$ cat src/rtl/crypto1_extend_filter.sv
// Extends 20-bit candidates by one bit and keeps the extensions whose nonlinear
// filter output reproduces the latched keystream bit. Survivors are streamed out.
module crypto1_extend_filter #(
  parameter logic [15:0] FA = 16'h9E98,
  parameter logic [15:0] FB = 16'hB48E,
  parameter logic [31:0] FC = 32'hEC57E80A
) (
  input  logic        clk_i,
  input  logic        resetn_i,
  input  logic        stb_i,
  input  logic        ks_bit_i,
  input  logic        in_valid_i,
  output logic        in_ready_o,
  input  logic [19:0] in_key_i,
  input  logic        in_last_i,
  output logic        out_valid_o,
  input  logic        out_ready_i,
  output logic [20:0] out_key_o,
  output logic        busy_o,
  output logic        done_o,
  output logic [16:0] count_o
);

  // state | meaning
  // IDLE  | waiting for stb_i; count_o holds last result
  // RUN   | accepting the next candidate
  // T0/T1 | testing extension bit 0 / 1
  // W0/W1 | survivor with extension bit 0 / 1 presented, waiting for sink
  // FIN   | one-cycle done pulse
  typedef enum logic [2:0] {
    S_IDLE, S_RUN, S_T0, S_W0, S_T1, S_W1, S_FIN
  } state_e;

  localparam logic [16:0] COUNT_MAX = 17'h10000;

  state_e      state_q, state_d;
  logic        ks_q, ks_d;
  logic        last_q, last_d;
  logic [19:0] key_q, key_d;
  logic [20:0] out_key_q, out_key_d;
  logic [16:0] count_q, count_d;
  logic        pass0, pass1;

  // The filter reads its 20 taps in the enumerator's bit-reversed order.
  function automatic logic filt(input logic [19:0] w);
    logic [19:0] r;
    logic [4:0]  c;
    for (int i = 0; i < 20; i++) r[i] = w[19-i];
    c = {FA[r[19:16]], FB[r[15:12]], FA[r[11:8]], FA[r[7:4]], FB[r[3:0]]};
    return FC[c];
  endfunction

  assign pass0 = (filt({1'b0, key_q[19:1]}) == ks_q);
  assign pass1 = (filt({1'b1, key_q[19:1]}) == ks_q);

  always_ff @(posedge clk_i) begin
    if (!resetn_i) state_q <= S_IDLE;
    else           state_q <= state_d;
  end

  always_comb begin
    state_d = state_q;
    case (state_q)
      S_IDLE: if (stb_i) state_d = S_RUN;
      S_RUN:  if (in_valid_i) state_d = S_T0;
      S_T0:   state_d = pass0 ? S_W0 : S_T1;
      S_W0:   if (out_ready_i) state_d = S_T1;
      S_T1: begin
        if (pass1)       state_d = S_W1;
        else if (last_q) state_d = S_FIN;
        else             state_d = S_RUN;
      end
      S_W1:   if (out_ready_i) state_d = last_q ? S_FIN : S_RUN;
      S_FIN:  state_d = S_IDLE;
      default: state_d = S_IDLE;
    endcase
  end

  always_comb begin
    in_ready_o  = (state_q == S_RUN);
    out_valid_o = (state_q == S_W0) || (state_q == S_W1);
    busy_o      = (state_q != S_IDLE) && (state_q != S_FIN);
    done_o      = (state_q == S_FIN);
    out_key_o   = out_key_q;
    count_o     = count_q;
  end

  always_comb begin
    ks_d      = ks_q;
    last_d    = last_q;
    key_d     = key_q;
    out_key_d = out_key_q;
    count_d   = count_q;
    case (state_q)
      S_IDLE: if (stb_i) begin
        ks_d    = ks_bit_i;
        count_d = '0;
      end
      S_RUN: if (in_valid_i) begin
        key_d  = in_key_i;
        last_d = in_last_i;
      end
      S_T0: if (pass0) out_key_d = {1'b0, key_q};
      S_T1: if (pass1) out_key_d = {1'b1, key_q};
      default: ;
    endcase
    // Saturates at 65536 rather than wrapping.
    if (out_valid_o && out_ready_i && (count_q != COUNT_MAX))
      count_d = count_q + 17'd1;
  end

  always_ff @(posedge clk_i) begin
    if (!resetn_i) begin
      ks_q      <= 1'b0;
      last_q    <= 1'b0;
      key_q     <= '0;
      out_key_q <= '0;
      count_q   <= '0;
    end else begin
      ks_q      <= ks_d;
      last_q    <= last_d;
      key_q     <= key_d;
      out_key_q <= out_key_d;
      count_q   <= count_d;
    end
  end

endmodule

$ cat config.mk
export PLATFORM = sky130hd
export DESIGN_NAME = crypto1_extend_filter
export DESIGN_NICKNAME = d
export VERILOG_FILES = /design/src/rtl/crypto1_extend_filter.sv
export SDC_FILE = /design/constraint.sdc
export NUM_CORES = 1
export LEC_CHECK = 0
export BUFFER_PORTS_ARGS = -buffer_cell sky130_fd_sc_hd__clkbuf_2
export CORE_ASPECT_RATIO = 1.5
export CORE_MARGIN = 2
export CORE_UTILIZATION = 25
export CTS_CLUSTER_DIAMETER = 100
export CTS_CLUSTER_SIZE = 40
export DETAILED_ROUTE_END_ITERATION = 10
export SLEW_MARGIN = 5
export SYNTH_ARGS = -nofsm -noshare
export SYNTH_HDL_FRONTEND = slang
export SYNTH_SLANG_ARGS = --single-unit
export TNS_END_PERCENT = 1
$ cat constraint.sdc
create_clock -name clk_i -period 5.5 [get_ports clk_i]
set_input_delay 1.1 -clock clk_i [delete_from_list [all_inputs] [get_ports clk_i]]
set_output_delay 1.1 -clock clk_i [all_outputs]
set_load 0.03 [all_outputs]
# Yosys cells after proc, flatten, opt, wreduce, memory -nomap -nowiden
# Memory sizes are Yosys's and may differ from the RTL's. A register that Yosys moved wholly into a read port is not among the register bits.
# Cells that the tools add are included.
word_totals:
  regBits: 63
  romBits: 144
  inputBits: 27
  out_inout_bits: 42
  wordCells: 87
  memories: 8
memory_table:
  columns: ["memory", "depth", "width", "rd", "rd_ports_with_merged_regs", "wr", "line", "source"]
  rows:
  - ["(no name shown)", 32, 1, 1, 0, 0, "50", "return FC[c];"]
  - ["(no name shown)", 32, 1, 1, 0, 0, "50", null]
  - ["(no name shown)", 16, 1, 1, 1, 0, "49", "c = {FA[r[19:16]], FB[r[15:12]], FA[r[11:8]], FA[r[7:4]], FB[r[3:0]]};"]
  - ["(no name shown)", 16, 1, 1, 1, 0, "49", null]
  - ["(no name shown)", 16, 1, 1, 1, 0, "49", null]
  - ["(no name shown)", 16, 1, 1, 1, 0, "49", null]
  - ["+2 memories", null, null, null, null, null, null, null]
op_classes:
  add_sub_neg: 1
  n_lt_le_gt_ge: 8
  n_eq_ne: 16
  n_mux: 34
  reduce_logical: 14
op_table:
  columns: ["operator", "count"]
  rows:
  - ["$mux W17", 3]
  - ["$mux W21", 2]
  - ["$pmux W21 S2", 1]
  - ["$mux W3", 11]
  - ["$mux W4", 8]
  - ["$lt A4 B5 Y1 const B", 6]
  - ["$pmux W3 S6", 1]
  - ["$add A17 B1 Y17 const B", 1]
  - ["$ne A17 B17 Y1 const B", 1]
  - ["$lt A5 B6 Y1 const B", 2]
  - ["$ne A2 B2 Y1 const B", 6]
  - ["$eq A3 B3 Y1 const B", 3]
  - ["$mux W1", 8]
  - ["$eq A3 B2 Y1 const B", 2]
  - ["$reduce_and A2 Y1", 3]
  - ["$reduce_bool A2 Y1", 3]
  - ["$reduce_and A4 Y1", 1]
  - ["$eq A3 B1 Y1 const B", 1]
  - ["$logic_and A1 B1 Y1", 3]
  - ["$logic_not A3 Y1", 1]
  - ["$ne A3 B3 Y1 const B", 1]
  - ["$reduce_and A3 Y1", 1]
  - ["$reduce_bool A3 Y1", 1]
  - ["$eq A1 B1 Y1", 2]
  - ["$logic_or A1 B1 Y1", 1]

# Depth between registers and ports, before layout
logic_depth:
  word_depth: 7
  mapped_depth: 10
  ltp_nobuf: 8

# Worst setup path after synthesis
# No wires, ideal clock.
synth_path:
  path_type: "input to register"
  start: "input resetn_i"
  end: "register with a tool-made name"
  setup_time_ns: 0.070
  arrival_time_ns: 2.619
  required_ns: 5.430
  slack_ns: 2.812
  stages: 10
  path_buffers: 3
  path_cell_list: "clkbuf_1 clkinv_1 clkbuf_1 buf_1 a21oi_1 inv_1 ha_1 mux2i_1 nor2_1 a21oi_1"
synth_lines:
  columns: ["item", "line", "source"]
  rows:
  - ["start, declared", "9", "input logic resetn_i,"]

# Final worst setup path
layout_path:
  start: "register state_q[2]"
  end: "output busy_o"
layout_between:
  elab_chain_cells: 2
  elab_cells_between_ends: 3
  classes_between: "eq/ne: 1; reduce/logical: 2"
layout_rtl:
  columns: ["item", "line", "source"]
  rows:
  - ["start, declared", "36", "state_e state_q, state_d;"]
  - ["start signal, assigned", "58", "else state_q <= state_d;"]
  - ["$ne A3 B3 Y1 or $reduce_bool A3 Y1 (tied branches)", "82", "busy_o = (state_q != S_IDLE) && (state_q != S_FIN);"]
  - ["$logic_and A1 B1 Y1 (*)", "82", null]
  - ["end, declared", "19", "output logic busy_o,"]
# Every way passes the cells marked *; elsewhere a longest branch is shown, timed or not.

==> impl_metrics.py <==
metrics = {
    "placement": {
        "port_buffers": 68,
        "placed_area_sq_um": 3880,
        "place.gp.congestion": 0.917,
        "hpwl_microns": 6540,
    },
    "logic_synthesis": {
        "ys_seq_area_share_pct": 40.4,
        "ys_warn_count": 0,
        "synth_fp_nets": 467,
        "synth_ff_type": "dfxtp_1",
        "postSynthCellCount": 430,
        "synth_seq_cells": 69,
        "synth.avg_cell_area_sq_um": 7.96,
        "synth_edf_count": 0,
        "synthDistinctLibCells": 61,
        "netlist_area_sq_um": 3420,
        "async_flop_share_pct": 0,
    },
    "critical_path": {
        "crit_chain": "and2b_1 > or3_1 > clkbuf_2",
        "reg2reg_slack_ns": 2.93,
        "reg2regPathDepth": 7,
        "crit_path_end_kind": "primary output",
        "crit_required_ns": 4.40,
        "path_class": "reg2out",
        "crit_fanout": 16,
        "crit_path_start_kind": "flip-flop",
        "worstPathArrival_ns": 1.76,
        "critPathMaxStageDelay_ns": 0.62,
        "critPathSlowestCell": "dfxtp_1",
        "r2r-start": "state_q[0]",
    },
    "floorplan": {
        "core_area_sq_um": 13500,
        "die_h_microns": 147,
        "num_rows": 52,
        "die_w_microns": 99.5,
        "io-pin-count": 69,
        "die_area_sq_um": 14700,
        "initial_core_util_pct": 25.4,
    },
    "global_route": {
        "grt_max_degree": 54,
        "antenna_found_initial": 0,
        "gr-usage-all-layers_pct": 12.5,
        "grt_pass1_vias": 2993,
        "grt_pass1_wl_microns": 14800,
        "grt_remaining_overflow": 0,
    },
    "sta": {
        "slew_viol_final": 0,
        "fin_crit_ns": 2.86,
        "setup_tns_ns": 0,
        "timing.final.crit_share_pct": 52.0,
        "holdWs_ns": 0.457,
        "setup_viol": 0,
        "finalClockSkew_ns": 0.00592,
        "worstMarginPinSlew_ns": 0.992,
        "fmax_mhz": 349,
        "grt_setup_unrepaired": "no",
        "slew-limit-headroom_pct": 33.5,
        "hold_viol": 0,
    },
    "cells_and_area": {
        "antennaDiodeCount": 0,
        "stdcell_area_sq_um": 4200,
        "drive_above_1_share_pct": 20.4,
        "final_common_cell": "nand2_1",
        "mostFrequentLayoutCells": "nand2_1, dfxtp_1, clkbuf_2, a21oi_1, mux2i_1",
        "final_nets": 528,
        "post-route-util_pct": 31.2,
        "areaGrowthSynthToFinish_pct": 22.6,
    },
    "hold_path": {
        "worstHoldStart": "out_key_o[14]",
        "worstHoldPathType": "reg2reg",
        "hold_path_end": "out_key_o[14]",
        "hold_depth": 2,
    },
    "route": {
        "wl_microns": 9040,
        "drc": 0,
        "drt_iter0_markers": 110,
        "detail-route-antenna-nets": 0,
        "first_pass_iters": 4,
        "wl_per_cell_microns": 13.8,
        "vias": 3128,
        "via_per_inst": 4.76,
    },
    "clocking": {
        "cts_hold_buf": 0,
        "tritoncts": "yes",
        "cts_made_buffers": 9,
        "cts_buffer_depth": 2,
        "worst_setup_hold_path_clk_slew_ns": 0.06,
        "cts_resized": 0,
        "post_cts_buffers": 0,
        "clk_latency_ns": 0.32,
        "clockRootBuffer": "clkbuf_16",
        "cts_max_level": 3,
        "clkSinkCount": 69,
    },
    "power_and_ir_drop": {
        "power_mw": 1.67,
        "leakagePower_nw": 1.63,
        "power_density_nw_per_um2": 398,
        "ir_worst_vdd_v": 0.000185,
    },
    "run_status": {
        "status": "finished clean",
    },
    "job": {
        "maxCapViolations": 0,
    },
}
cells by family after synthesis:
| logic type | count (synthesis) | synth area share (%) |
|---|---|---|
| compound gates | 88 | 15.3 |
| buf+inv | 45 | 5.70 |
| simple gates | 187 | 26.1 |
| flops | 69 | 40.4 |
| mux | 25 | 7.35 |
| fa+ha+maj | 10 | 3.66 |
| xor+xnor | 6 | 1.54 |
state kept, by name, indices dropped and copies added, names as in the netlist, named ones only:
signal	count
last_q	1
ks_q	1
state_q	3
out_key_o	21
key_q	20
count_o	17
cell usage after synthesis (2+ instances only):
master | instances | area share, %
nor2_1 | 23 | 2.5
xnor2_1 | 4 | 1.0
or3_1 | 2 | 0.37
o32ai_1 | 2 | 0.51
nor4_1 | 4 | 0.73
nand4_1 | 3 | 0.55
ha_1 | 10 | 3.7
xor2_1 | 2 | 0.51
nor4b_1 | 2 | 0.51
a31oi_1 | 3 | 0.55
a311oi_1 | 2 | 0.51
nand2b_1 | 4 | 0.73
buf_2 | 6 | 0.88
clkbuf_1 | 11 | 1.2
and3_1 | 3 | 0.55
o22ai_1 | 2 | 0.37
buf_6 | 2 | 0.66
nor3_1 | 9 | 1.3
a21oi_1 | 49 | 7.2
nand3b_1 | 2 | 0.44
nand3_1 | 12 | 1.8
dfxtp_1 | 69 | 40
nor2b_1 | 2 | 0.37
nand2_1 | 105 | 12
o211ai_1 | 2 | 0.44
mux2i_1 | 24 | 7.0
o21ai_0 | 16 | 2.3
inv_1 | 22 | 2.4
worst max path at each step:
stage | startpoint | slack (ns) | cells past startpoint | endpoint
4_1_cts | state_q[1] | 2.62 | 3 | busy_o
3_5_place_dp | in_valid_i | 2.36 | 8 | flip-flop
2_1_floorplan | resetn_i | 2.81 | 10 | flip-flop
6_report | state_q[2] | 2.64 | 3 | busy_o
3_3_place_gp | in_valid_i | 2.43 | 8 | flip-flop
5_1_grt | state_q[1] | 2.54 | 3 | busy_o
layer usage:
metal | global-route usage [%] | up-vias | routed length, microns
li1 | - | 1597 | -
met1 | 15.2 | 1418 | 3960
met2 | 21.6 | 101 | 4470
met3 | 2.43 | 12 | 415
met4 | 4.79 | 0 | 197
met5 | 0 | - | 0
critical path: cells and delay by family, from the launching register on:
kind                   cells  cell delay, ns
buffers and inverters      1            0.20
DFF                        1            0.62
and+or+nand+nor            2            0.61
per-stage QoR:
stage               std cells  worst slack, ns
global route              657             2.54
floorplan                 430             2.81
finish                    657             2.64
global placement          642             2.43
detailed placement        642             2.36
CTS                       657             2.62
power breakdown:
group          total [mW]  internal [mW]  switching [mW]
Sequential          0.611          0.552          0.0592
Combinational       0.447          0.164           0.283
Clock               0.613          0.394           0.219
layout make-up:
class                      instances  area (sq um)
timing repair buffer              71           363
sequential                        69          1380
clock inverter                     6          88.8
fill                            1415          9270
multi-input combinational        316          1850
tap                              162           203
inverter                          24          90.1
clock buffer                       9           225
Note: power is estimated with default switching activity, not from simulation.
